File: src/rtl/fetch_if.sv
// Fetch unit bus: controller-side PC/fetch controls, instruction-memory handshake, decoded outputs.
// Latency: none (pure signal bundle).
// Backpressure: memory stalls the unit by withholding mem_gnt / mem_rvalid.
// Ports: master = fetch unit (drives mem_req/mem_addr/pc/ir/status), slave = controller + memory.
interface fetch_if;
  logic        fetch_start;
  logic        pc_write;
  logic [1:0]  pc_source;
  logic [31:0] alu_result;
  logic        mem_req;
  logic [31:0] mem_addr;
  logic        mem_gnt;
  logic        mem_rvalid;
  logic [31:0] mem_rdata;
  logic [31:0] pc;
  logic [31:0] ir;
  logic [6:0]  opcode;
  logic [2:0]  funct3;
  logic [6:0]  funct7;
  logic        instr_valid;
  logic        fetch_busy;
  logic [1:0]  fetch_error;

  modport master (
    input  fetch_start, pc_write, pc_source, alu_result,
    input  mem_gnt, mem_rvalid, mem_rdata,
    output mem_req, mem_addr, pc, ir, opcode, funct3, funct7,
    output instr_valid, fetch_busy, fetch_error
  );

  modport slave (
    output fetch_start, pc_write, pc_source, alu_result,
    output mem_gnt, mem_rvalid, mem_rdata,
    input  mem_req, mem_addr, pc, ir, opcode, funct3, funct7,
    input  instr_valid, fetch_busy, fetch_error
  );
endinterface

File: src/rtl/fetch_unit.sv
// Instruction fetch unit: owns the PC, issues one instruction-memory fetch at a time, captures ir.
// Latency: fetch_start edge to instr_valid = 2 edges (1 when grant and data arrive together).
// Backpressure: waits for mem_gnt then mem_rvalid; TIMEOUT cycles without either -> sticky ERROR.
// Ports: clk, rst_n (async active-low); bus = fetch_if.master (controls, memory handshake, ir/decode, status).
module fetch_unit #(
  parameter logic [31:0] RESET_PC = 32'h0000_0000,
  parameter int          TIMEOUT  = 16
) (
  input logic    clk,
  input logic    rst_n,
  fetch_if.master bus
);

  localparam int              CW       = $clog2(TIMEOUT + 1);
  localparam logic [CW-1:0]   TO_LIMIT = CW'(TIMEOUT);
  localparam logic [31:0]     NOP      = 32'h0000_0013;

  localparam logic [1:0] ERR_NONE  = 2'b00;
  localparam logic [1:0] ERR_ALIGN = 2'b01;
  localparam logic [1:0] ERR_GNT   = 2'b10;
  localparam logic [1:0] ERR_DATA  = 2'b11;

  typedef enum logic [3:0] {
    S_IDLE  = 4'b0001,
    S_REQ   = 4'b0010,
    S_WAIT  = 4'b0100,
    S_ERROR = 4'b1000
  } state_e;

  state_e        state_q, state_d;
  logic [31:0]   pc_q, pc_d;
  logic [31:0]   ir_q, ir_d;
  logic [31:0]   addr_q, addr_d;
  logic          req_q, req_d;
  logic          iv_q, iv_d;
  logic [1:0]    err_q, err_d;
  logic [CW-1:0] cnt_q, cnt_d;
  logic [CW-1:0] cnt_inc;

  always_comb begin
    state_d = state_q;
    pc_d    = pc_q;
    ir_d    = ir_q;
    addr_d  = addr_q;
    req_d   = req_q;
    iv_d    = 1'b0;
    err_d   = err_q;
    cnt_d   = cnt_q;
    cnt_inc = cnt_q + CW'(1);

    case (state_q)
      S_IDLE: begin
        // PC may only move while idle so the in-flight mem_addr is never disturbed.
        if (bus.pc_write) begin
          case (bus.pc_source)
            2'b00:   pc_d = pc_q + 32'd4;
            2'b01:   pc_d = bus.alu_result;
            2'b10:   pc_d = {bus.alu_result[31:1], 1'b0};
            default: pc_d = pc_q;
          endcase
        end
        if (bus.fetch_start) begin
          if (pc_q[1:0] == 2'b00) begin
            addr_d  = pc_q;
            req_d   = 1'b1;
            cnt_d   = '0;
            state_d = S_REQ;
          end else begin
            err_d   = ERR_ALIGN;
            state_d = S_ERROR;
          end
        end
      end

      S_REQ: begin
        if (bus.mem_gnt) begin
          req_d = 1'b0;
          cnt_d = '0;
          // Grant and data in the same cycle: capture now and skip WAIT.
          if (bus.mem_rvalid) begin
            ir_d    = bus.mem_rdata;
            iv_d    = 1'b1;
            state_d = S_IDLE;
          end else begin
            state_d = S_WAIT;
          end
        end else if (cnt_inc == TO_LIMIT) begin
          req_d   = 1'b0;
          cnt_d   = cnt_inc;
          err_d   = ERR_GNT;
          state_d = S_ERROR;
        end else begin
          cnt_d = cnt_inc;
        end
      end

      S_WAIT: begin
        if (bus.mem_rvalid) begin
          ir_d    = bus.mem_rdata;
          iv_d    = 1'b1;
          state_d = S_IDLE;
        end else if (cnt_inc == TO_LIMIT) begin
          cnt_d   = cnt_inc;
          err_d   = ERR_DATA;
          state_d = S_ERROR;
        end else begin
          cnt_d = cnt_inc;
        end
      end

      S_ERROR: begin
        // Terminal until reset; everything holds.
      end

      default: begin
        req_d   = 1'b0;
        state_d = S_IDLE;
      end
    endcase
  end

  always_ff @(posedge clk or negedge rst_n) begin
    if (!rst_n) begin
      state_q <= S_IDLE;
      pc_q    <= RESET_PC;
      ir_q    <= NOP;
      addr_q  <= RESET_PC;
      req_q   <= 1'b0;
      iv_q    <= 1'b0;
      err_q   <= ERR_NONE;
      cnt_q   <= '0;
    end else begin
      state_q <= state_d;
      pc_q    <= pc_d;
      ir_q    <= ir_d;
      addr_q  <= addr_d;
      req_q   <= req_d;
      iv_q    <= iv_d;
      err_q   <= err_d;
      cnt_q   <= cnt_d;
    end
  end

  assign bus.mem_req     = req_q;
  assign bus.mem_addr    = addr_q;
  assign bus.pc          = pc_q;
  assign bus.ir          = ir_q;
  assign bus.opcode      = ir_q[6:0];
  assign bus.funct3      = ir_q[14:12];
  assign bus.funct7      = ir_q[31:25];
  assign bus.instr_valid = iv_q;
  assign bus.fetch_busy  = (state_q == S_REQ) || (state_q == S_WAIT);
  assign bus.fetch_error = err_q;

endmodule

File: src/flat_wrapper.sv
// flat-port wrapper written by rule: the top's interface ports become plain ports
module fetch_unit_flat 
#(
  parameter logic [31:0] RESET_PC = 32'h0000_0000,
  parameter int          TIMEOUT  = 16
)
  (clk, rst_n, bus_fetch_start, bus_pc_write, bus_pc_source, bus_alu_result, bus_mem_gnt, bus_mem_rvalid, bus_mem_rdata, bus_mem_req, bus_mem_addr, bus_pc, bus_ir, bus_opcode, bus_funct3, bus_funct7, bus_instr_valid, bus_fetch_busy, bus_fetch_error);
  fetch_if bus_i ();
  input logic clk;
  input logic rst_n;
  input wire logic [$bits(bus_i.fetch_start)-1:0] bus_fetch_start;
  input wire logic [$bits(bus_i.pc_write)-1:0] bus_pc_write;
  input wire logic [$bits(bus_i.pc_source)-1:0] bus_pc_source;
  input wire logic [$bits(bus_i.alu_result)-1:0] bus_alu_result;
  input wire logic [$bits(bus_i.mem_gnt)-1:0] bus_mem_gnt;
  input wire logic [$bits(bus_i.mem_rvalid)-1:0] bus_mem_rvalid;
  input wire logic [$bits(bus_i.mem_rdata)-1:0] bus_mem_rdata;
  output wire logic [$bits(bus_i.mem_req)-1:0] bus_mem_req;
  output wire logic [$bits(bus_i.mem_addr)-1:0] bus_mem_addr;
  output wire logic [$bits(bus_i.pc)-1:0] bus_pc;
  output wire logic [$bits(bus_i.ir)-1:0] bus_ir;
  output wire logic [$bits(bus_i.opcode)-1:0] bus_opcode;
  output wire logic [$bits(bus_i.funct3)-1:0] bus_funct3;
  output wire logic [$bits(bus_i.funct7)-1:0] bus_funct7;
  output wire logic [$bits(bus_i.instr_valid)-1:0] bus_instr_valid;
  output wire logic [$bits(bus_i.fetch_busy)-1:0] bus_fetch_busy;
  output wire logic [$bits(bus_i.fetch_error)-1:0] bus_fetch_error;
  assign bus_i.fetch_start = bus_fetch_start;
  assign bus_i.pc_write = bus_pc_write;
  assign bus_i.pc_source = bus_pc_source;
  assign bus_i.alu_result = bus_alu_result;
  assign bus_i.mem_gnt = bus_mem_gnt;
  assign bus_i.mem_rvalid = bus_mem_rvalid;
  assign bus_i.mem_rdata = bus_mem_rdata;
  assign bus_mem_req = bus_i.mem_req;
  assign bus_mem_addr = bus_i.mem_addr;
  assign bus_pc = bus_i.pc;
  assign bus_ir = bus_i.ir;
  assign bus_opcode = bus_i.opcode;
  assign bus_funct3 = bus_i.funct3;
  assign bus_funct7 = bus_i.funct7;
  assign bus_instr_valid = bus_i.instr_valid;
  assign bus_fetch_busy = bus_i.fetch_busy;
  assign bus_fetch_error = bus_i.fetch_error;
  fetch_unit #(.RESET_PC(RESET_PC), .TIMEOUT(TIMEOUT)) u_core (.clk(clk), .rst_n(rst_n), .bus(bus_i));
endmodule
File: config.mk
export PLATFORM = sky130hd
export DESIGN_NAME = fetch_unit_flat
export DESIGN_NICKNAME = d
export VERILOG_FILES = /design/src/rtl/fetch_if.sv /design/src/rtl/fetch_unit.sv /design/src/flat_wrapper.sv
export SDC_FILE = /design/constraint.sdc
export NUM_CORES = 1
export LEC_CHECK = 0
export ABC_CLOCK_PERIOD_IN_PS = 2900
export CORE_ASPECT_RATIO = 0.8
export CORE_MARGIN = 3
export CORE_UTILIZATION = 49
export DETAILED_ROUTE_END_ITERATION = 16
export GPL_TIMING_DRIVEN = 0
export PLACE_DENSITY = 0.86
export SLEW_MARGIN = 20
export SYNTH_ARGS = -nofsm -noshare
export SYNTH_HDL_FRONTEND = slang
export SYNTH_SLANG_ARGS = --single-unit
File: constraint.sdc
create_clock -name clk -period 2.9 [get_ports clk]
set_input_delay 0.58 -clock clk [delete_from_list [all_inputs] [get_ports clk]]
set_output_delay 0.58 -clock clk [all_outputs]
set_load 0.03 [all_outputs]
==> key figures <==
CTS
  • TritonCTS clock tree: yes
  • CTS max path bufs: 2
  • Post-CTS Setup Bufs: 0
  • TritonCTS Buffers: 9
  • Post-CTS sizing: 1
  • Hold buffer count at CTS: 0
  • Root Buffer: clkbuf_16
  • H-tree depth: 3
  • Clk slew on worst S/H paths: 0.07 ns
  • CTS sink count: 109
  • Clock latency on the worst-skew pair: 0.35 ns

Synth
  • Mapped cell area: 5450 um2
  • Sequential area share after synthesis: 50.1%
  • Flops & latches, synth: 109
  • Yosys cell types: 60
  • FFs w/ async S/R, synth: 100%
  • Ys flop type: dfrtp_1
  • Yosys warns: 0
  • Syn_area_per_cell: 10.7 um2
  • Number of synthesized flops with an enable pin: 0
  • Mapped Nets: 587
  • Cells after Synth: 510

STA
  • Final hold violation count: 0
  • Slew @ Worst Pin: 0.635 ns
  • Fin. max-slew vios: 0
  • Clock Skew: 0.00913 ns
  • Rel. slew slack: 57.4%
  • RSZ-0062 raised after global routing: no
  • Total Neg Setup Slack: 0 ns
  • Max Freq: 0.361 GHz
  • Final Critical Period: 2.77 ns
  • Final setup viols: 0
  • Period utilisation layout: 95.6%

Global routing
  • Total track usage: 26.7%
  • Total grt overflow: 0
  • Largest net degree at the start of global routing: 62
  • First-pass GRT wire length: 25.9 mm
  • Initial antenna violation count: 0
  • Vias in the first global route: 4907

Detailed routing
  • 1st-pass router iterations: 5
  • Via count: 5036
  • Via density: 5.88
  • Starting DRT DRC Count: 428
  • DRC: 0
  • Routed WL: 16.5 mm
  • DR WL/cell: 19.3 um
  • Post-route ant nets: 0

Layout
  • Ant diodes: 0
  • Area delta synth->final: 44.0%
  • Commonest non-fill, non-tap cells in the layout: clkdlybuf4s50_1, dfrtp_1, mux2_2
  • Most common cell after layout, fill and taps aside: clkdlybuf4s50_1
  • Non-filler cells, final: 856
  • Final core occ: 74.6%
  • Layout cells sized above 1: 16.5%
  • Final #Nets: 788

Floorplan
  • Starting Density: 51.8%
  • Core box area: 10500 um2
  • Row cnt: 33
  • Die W: 124 um
  • Die height: 100 um
  • Die area: 12400 um2
  • I/O pin cnt: 190

Worst setup path
  • Critical path required time: 3.17 ns
  • Crit-path most repeated cell: clkbuf_2
  • Arrival @ worst endpoint: 3.04 ns
  • Critical Path Fanout Max: 10
  • Max stage delay on crit path: 0.52 ns
  • Buffers & Inverters on Critical Path: 5
  • Crit path cell chain: clkdlybuf4s50_1 > inv_1 > ha_1 > clkbuf_1 > nor2_1 > clkbuf_2 > clkbuf_2 > a21oi_1 > a2bb2oi_1
  • Crit start category: input port
  • CP max-delay cell: clkdlybuf4s50_1
  • CP endpoint kind: register
  • Delay-heaviest family, CP: buffers and inverters
  • Critical path class: input port to register

Place
  • Placed Cells: 840
  • Final HPWL DP: 12.1 mm
  • Placer Congestion: 0.915
  • Port Buffer Count: 189

Power and ir drop
  • Sw Ratio: 44.2%
  • Psw: 3780 uW
  • PwrDens: 1090 nW/um2
  • Int Pwr: 4770 uW
  • Total Power: 8550 uW
  • Sequential share of power: 31.7%
  • Combinational share of power: 53.7%
  • Peak VDD IR: 651 uV
  • Clock Power Share: 14.6%
  • Lkg Pwr: 0.00335 uW

Run status
  • Outcome: finished, final reports clean

Min path
  • Hold WC Path Type: input port to async pin

Flow run
  • Max_cap viols: 0
-- path summary, 6_finish.rpt --
check	cells past startpoint	slack, ns	from	endpoint
max	9	0.13	bus_pc_source[0]	u_core.bus.pc[26]
min	1	0.19	rst_n	u_core.bus.mem_addr[17]
max reg2reg	5	0.46	u_core.state_q[0]	u_core.bus.pc[11]
min reg2reg	1	0.49	u_core.bus.mem_addr[1]	u_core.bus.mem_addr[1]
max in group asynchronous	2	2.06	rst_n	u_core.bus.pc[23]
min in group clk	1	0.49	u_core.bus.mem_addr[1]	u_core.bus.mem_addr[1]
-- area by class of cell --
type | instances | area (um2)
buffer | 46 | 268
clock buffer | 10 | 229
clock inverter | 6 | 72.6
fill | 778 | 2670
inverter | 18 | 67.6
multi-input combinational | 337 | 2390
sequential | 109 | 2730
tap | 140 | 175
timing repair buffer | 190 | 1920
-- Yosys cell counts, drive strengths merged (6+ instances only) --
cell type,count,share of area (%)
mux2i,6,1.1
nand4,12,1.5
mux2,56,12
a21oi,30,2.8
dfrtp,105,48
o21ai,31,2.8
nor2,24,1.7
nor3,7,0.94
and3,16,1.8
nand2,33,2.3
o22ai,9,1.0
clkbuf,18,1.2
buf,28,3.6
inv,18,1.2
or4,7,0.96
nand3,29,2.7
-- cell families (layout without fill, tap and decap cells) --
group                      after synthesis  in the layout  synth area share [%]
adders and majority gates                5              5                  1.15
and+or+nand+nor                        158            158                  16.9
AOI/OAI and AO/OA                      107            107                  12.3
muxes                                   62             62                  12.7
DFF                                    109            109                  50.1
buffers and inverters                   64            270                  6.08
xor gates and xnor gates                 5              5                 0.803
-- state kept, by name, indices dropped and copies added (netlist names) --
register / cells
u_core.bus.ir: 32
u_core.bus.fetch_error: 2
u_core.bus.mem_addr: 32
u_core.cnt_q: 5
u_core.bus.mem_req: 1
u_core.bus.instr_valid: 1
u_core.bus.pc: 32
u_core.state_q: 4
-- power groups by stage --
stage          registers (uW)  logic (uW)  clock network, uW
5_1_grt                  2800        4890               1330
2_1_floorplan            3640        1720                  0
4_1_cts                  2690        4600               1270
6_report                 2710        4600               1250
3_5_place_dp             2710        4570                  0
3_3_place_gp             2670        4470                  0
-- through the flow --
step / setup WS (ns) / hold slack [ns] / cell area, um2
floorplan: 0.810 / 0.284 / 5450
global placement: -2.85 / 0.462 / 7520
detailed placement: -0.424 / 0.471 / 7550
CTS: 0.109 / 0.214 / 7850
global route: 0.0442 / 0.239 / 7860
finish: 0.129 / 0.191 / 7860
-- metal layers --
metal | track usage (%) | wire (um)
met3 | 4.34 | 1190
met5 | 0 | 0
met2 | 42.9 | 8110
met4 | 8.08 | 353
met1 | 37.3 | 6850
No activity file was read; power rests on OpenSTA's default activity.
